**src/rtl/uart_rx.sv**
```systemverilog
// rtl/uart_rx.sv - 8N1 UART receiver with mid-bit sampling, holding register and sticky error flags
module uart_rx #(
  parameter int CLKS_PER_BIT = 16
) (
  input  logic       clk,
  input  logic       reset,
  input  logic       rx_in,
  input  logic       rx_read,
  input  logic       err_clear,
  output logic [7:0] rx_data,
  output logic       rx_valid,
  output logic       rx_busy,
  output logic       frame_err,
  output logic       overrun_err
);

  // Start-bit validation point; derived, not meant to be overridden.
  localparam int HALF_BIT = CLKS_PER_BIT / 2;
  localparam int CNT_W    = (CLKS_PER_BIT > 1) ? $clog2(CLKS_PER_BIT) : 1;

  localparam logic [CNT_W-1:0] CNT_HALF_LAST = CNT_W'(HALF_BIT - 1);
  localparam logic [CNT_W-1:0] CNT_BIT_LAST  = CNT_W'(CLKS_PER_BIT - 1);
  localparam logic [CNT_W-1:0] CNT_ONE       = CNT_W'(1);

  typedef enum logic [2:0] {
    IDLE      = 3'd0,
    START     = 3'd1,
    DATA      = 3'd2,
    STOP      = 3'd3,
    WAIT_HIGH = 3'd4
  } state_t;

  state_t           state;
  state_t           state_next;
  logic             sync_meta;
  logic             rx_sync;
  logic [CNT_W-1:0] cnt;
  logic [2:0]       bit_idx;
  logic [7:0]       shift;

  // Decoded counter terminal points, shared by next-state and output logic.
  logic half_hit;
  logic bit_end;

  // Per-cycle control strobes from the output process.
  logic cnt_clear;
  logic bit_sample;
  logic stop_good;
  logic stop_bad;

  assign half_hit = (cnt == CNT_HALF_LAST);
  assign bit_end  = (cnt == CNT_BIT_LAST);

  // Two-flop synchronizer for the asynchronous line; resets to idle-high.
  always_ff @(posedge clk) begin
    if (reset) begin
      sync_meta <= 1'b1;
      rx_sync   <= 1'b1;
    end else begin
      sync_meta <= rx_in;
      rx_sync   <= sync_meta;
    end
  end

  // State register; busy is registered alongside so it tracks the state exactly.
  always_ff @(posedge clk) begin
    if (reset) begin
      state   <= IDLE;
      rx_busy <= 1'b0;
    end else begin
      state   <= state_next;
      rx_busy <= (state_next != IDLE);
    end
  end

  // Next-state decision, driven only by the synchronized line and the counters.
  always_comb begin
    state_next = state;
    case (state)
      IDLE: begin
        if (!rx_sync) state_next = START;
      end
      START: begin
        if (half_hit) state_next = rx_sync ? IDLE : DATA;
      end
      DATA: begin
        if (bit_end && (bit_idx == 3'd7)) state_next = STOP;
      end
      STOP: begin
        if (bit_end) state_next = rx_sync ? IDLE : WAIT_HIGH;
      end
      WAIT_HIGH: begin
        if (rx_sync) state_next = IDLE;
      end
      default: state_next = IDLE;
    endcase
  end

  // Output decode: counter control and the datapath strobes for each state.
  always_comb begin
    cnt_clear  = 1'b0;
    bit_sample = 1'b0;
    stop_good  = 1'b0;
    stop_bad   = 1'b0;
    case (state)
      IDLE:      cnt_clear = 1'b1;
      START:     cnt_clear = half_hit;
      DATA: begin
        cnt_clear  = bit_end;
        bit_sample = bit_end;
      end
      STOP: begin
        cnt_clear = bit_end;
        stop_good = bit_end && rx_sync;
        stop_bad  = bit_end && !rx_sync;
      end
      WAIT_HIGH: cnt_clear = 1'b1;
      default:   cnt_clear = 1'b1;
    endcase
  end

  // Bit-timing counter and data-bit index; the index restarts on every accepted start bit.
  always_ff @(posedge clk) begin
    if (reset) begin
      cnt     <= '0;
      bit_idx <= 3'd0;
    end else begin
      if (cnt_clear) cnt <= '0;
      else           cnt <= cnt + CNT_ONE;

      if (state == START)  bit_idx <= 3'd0;
      else if (bit_sample) bit_idx <= bit_idx + 3'd1;
    end
  end

  // Assembly register, kept apart from rx_data so a bad frame never disturbs the held byte.
  always_ff @(posedge clk) begin
    if (reset) begin
      shift <= 8'h00;
    end else if (bit_sample) begin
      shift[bit_idx] <= rx_sync;
    end
  end

  // Host-side holding register and sticky flags; a new error wins over err_clear.
  always_ff @(posedge clk) begin
    if (reset) begin
      rx_data     <= 8'h00;
      rx_valid    <= 1'b0;
      frame_err   <= 1'b0;
      overrun_err <= 1'b0;
    end else begin
      if (stop_good) begin
        rx_data  <= shift;
        rx_valid <= 1'b1;
      end else if (rx_read) begin
        rx_valid <= 1'b0;
      end

      if (stop_bad)       frame_err <= 1'b1;
      else if (err_clear) frame_err <= 1'b0;

      if (stop_good && rx_valid && !rx_read) overrun_err <= 1'b1;
      else if (err_clear)                    overrun_err <= 1'b0;
    end
  end

endmodule
```
**config.mk**
```make
export PLATFORM = sky130hd
export DESIGN_NAME = uart_rx
export DESIGN_NICKNAME = d
export VERILOG_FILES = /design/src/rtl/uart_rx.sv
export SDC_FILE = /design/constraint.sdc
export NUM_CORES = 1
export LEC_CHECK = 0
export BUFFER_PORTS_ARGS = -buffer_cell sky130_fd_sc_hd__buf_4
export CAP_MARGIN = 20
export CORE_MARGIN = 2
export CORE_UTILIZATION = 35
export CTS_BUF_LIST = sky130_fd_sc_hd__clkbuf_8 sky130_fd_sc_hd__clkbuf_16
export DETAILED_ROUTE_END_ITERATION = 16
export PLACE_DENSITY_LB_ADDON = 0.1
export SLEW_MARGIN = 20
export SYNTH_ARGS = -nofsm -noshare
export SYNTH_HDL_FRONTEND = slang
export SYNTH_SLANG_ARGS = --single-unit
export TNS_END_PERCENT = 30
```
**constraint.sdc**
```tcl
create_clock -name clk -period 1.52 [get_ports clk]
set_clock_uncertainty 0.05 [all_clocks]
set_input_delay 0.076 -clock clk [delete_from_list [all_inputs] [get_ports clk]]
set_output_delay 0.076 -clock clk [all_outputs]
set_load 0.1 [all_outputs]
```
==> impl_results.md <==
* Status: complete, but fails checks
* Violated checks: negative setup slack
* Fin. max-slew vios at 0
* Peak VDD IR at 0.000530 V
* CP required at 1640 ps
* Most frequent cells in the layout: 28 x dfxtp_1, 27 x buf_4, 25 x nor2_1
* Synth-to-layout area growth at 26.1%
* Placed Area at 1610 um2
* Tcrit/Tclk final at 1.01
* Seq cells post-synth at 32
* Post-route ant nets at 0
* Starting DRT DRC Count at 34
* Total die area at 4580 um2
* Unrepaired setup endpoints after global routing: yes
* Setup crit start kind: flip-flop
* Initial core utilization at 0.360
* Final hold vios at 0
* Logic gate share of total power at 0.038
* Worst-Skew Late Latency at 280 ps
* Post-Route WL at 2800 um
* Top Ports at 17
* Switch Pwr at 353 uW
* Clock power frac at 0.464
* Drt drc at 0
* Synthesized area per cell at 10.2 um2
* Total CTS buffers at 5
* Setup CP Type: flip-flop to flip-flop
* Relative slew slack at 0.781
* IO Port Bufs at 16
* # rows at 23
* Synth Instances at 139
* Die extent in x at 67.6 um
* Final GP Congestion at 0.853
* Cell variety after synth at 40
* Total of warnings raised by yosys at 0
* Crit path max fanout at 8
* HPWL Detailed at 1990 um
* Post-synthesis sequential area ratio at 0.452
* Share of cells above drive strength 1 at 0.331
* First-pass iteration count of the detailed router at 4
* CTS root buffer: clkbuf_8
* Post-route cell area at 1790 um2
* Final setup viols at 1
* Initial antenna violation count at 0
* Synth async-reset ratio at 0
* Die Ht at 67.6 um
* Clock slew at reported path FFs at 70 ps
* GRT Residual Overflow at 0
* Max_cap viols at 0
* P_leak at 0.000814 uW
* Vias in the first global route at 1007
* Setup crit end kind: flip-flop
* CTS Buffer Depth at 2
* Per-cell routed wire length at 13.0 um
* Top cells by area, synth: dfxtp_1 45%, mux2i_1 13%, nor2_1 6.6%
* Vias per std cell at 4.89
* Hold Path Class: input pin to flip-flop
* Post-synth top flop: dfxtp_1
* Worst EP arrival at 1650 ps
* Via count at 1056
* H-tree Lvls at 2
* Final min period at 1530 ps
* Internal Power at 1350 uW
* Hold path depth at 3
* PwrDens at 953 nW/um2
* Total GRT Usage at 0.139
* Worst slew pin tran at 326 ps
* Switch share at 0.207
* Syn Std Cell Area at 1420 um2
* Share of power burned in registers at 0.498
* Syn_nets at 147
* Number of antenna diodes at 0
* Most common cell after layout, fill and taps aside: dfxtp_1
* Fmax at 0.653 GHz
* First-pass GRT wire length at 4570 um
* Largest net degree at the start of global routing at 26
* Final worst slack at -12.2 ps
* Clock sink total at 32
* Top cell type by total area after synthesis: dfxtp_1
* Cells on worst reg2reg path at 6
* EDFF count, synth at 0
* Synth top area share at 0.452
* Nets at 173
* Core area at 3940 um2
* Power after layout at 1700 uW
* CTS tree: built
kinds of logic after synthesis:
| kind of cell | synth area share |
|---|---|
| XOR/XNOR | 0.0185 |
| flip-flops | 0.452 |
| buffers and inverters | 0.0512 |
| AND/OR/NAND/NOR | 0.252 |
| adder cells (fa/ha/maj) | 0.0265 |
| multiplexers | 0.127 |
| AO/OA/AOI/OAI | 0.0724 |
layout make-up:
class | count | area (um2)
multi-input combinational | 93 | 733
tap | 50 | 62.6
sequential | 32 | 646
fill | 380 | 2150
clock buffer | 5 | 68.8
clock inverter | 3 | 38.8
inverter | 4 | 15.0
timing repair buffer | 29 | 224
synth_stat cells, types with 2 or more instances:
cell      number
dfxtp_1       32
nand2_1        2
clkbuf_1       4
nor4_2         2
o21ai_0        3
ha_1           3
nor3b_1        2
a21oi_1        2
nand3_1        4
buf_2          4
nand2b_1       2
mux2i_1       18
buf_6          2
or2_2          3
xnor2_1        2
inv_1          4
nand4_1        2
nor3_1         2
nor2_1        25
through the flow:
stage | setup slack (ps) | setup TNS [ps] | hold slack [ps] | util | std cells
2_1_floorplan | 15.9 | 0 | 106 | - | 139
3_3_place_gp | -109 | -1470 | 213 | 0.408 | 204
3_5_place_dp | -155 | -2200 | 214 | 0.408 | 204
4_1_cts | 11.5 | 0 | 47.2 | 0.442 | 213
5_1_grt | -87.3 | -158 | 64.4 | 0.454 | 216
6_report | -12.2 | -12.2 | 53.1 | 0.454 | 216
power by group through the flow:
stage	sequential, uW	combinational (uW)	clock (uW)
final	849	64.8	790
after global routing	849	70.7	860
after CTS	849	65.1	813
after detailed placement	868	62.3	0
after global placement	867	61.9	0
after floorplan	879	28.3	0
layer usage:
| layer | GRT usage | wire length, um | up-vias |
|---|---|---|---|
| li1 | - | - | 536 |
| met1 | 0.171 | 1350 | 497 |
| met2 | 0.210 | 1300 | 15 |
| met3 | 0.0567 | 89 | 8 |
| met4 | 0.0663 | 65 | 0 |
| met5 | 0 | 0 | - |
worst max-delay path, stage by stage, from the launching register on:
cell,delay (ps)
dfxtp_2,350
ha_4,190
nand3b_1,180
buf_4,200
nor4_4,170
mux2i_1,230
nor2_1,50
state kept, by name, summed over array words and instances, names as in the netlist:
signal and flops:
sync_meta 1, rx_valid 1, bit_idx 3, frame_err 1, state 3, rx_busy 1
shift 8, rx_sync 1, rx_data 8, cnt 4, overrun_err 1
worst paths after layout:
path / startpoint / to / slack [ps]
min: rx_read / rx_valid$_SDFFE_PP0P_ / 50
max reg2reg: cnt[1]$_SDFF_PP0_ / shift[1]$_SDFFE_PP0P_ / -10
max: cnt[1]$_SDFF_PP0_ / shift[1]$_SDFFE_PP0P_ / -10
min reg2reg: sync_meta$_SDFF_PP1_ / rx_sync$_SDFF_PP1_ / 370
timing repair:
item,4_1_cts,5_1_grt
hold buffers,1,0
buffers inserted,0,3
resized for setup,4,7
endpoints found under the setup margin,22,21
pin swaps,0,3
hold endpoints to repair,1,0
(Power assumes the default switching activity.)
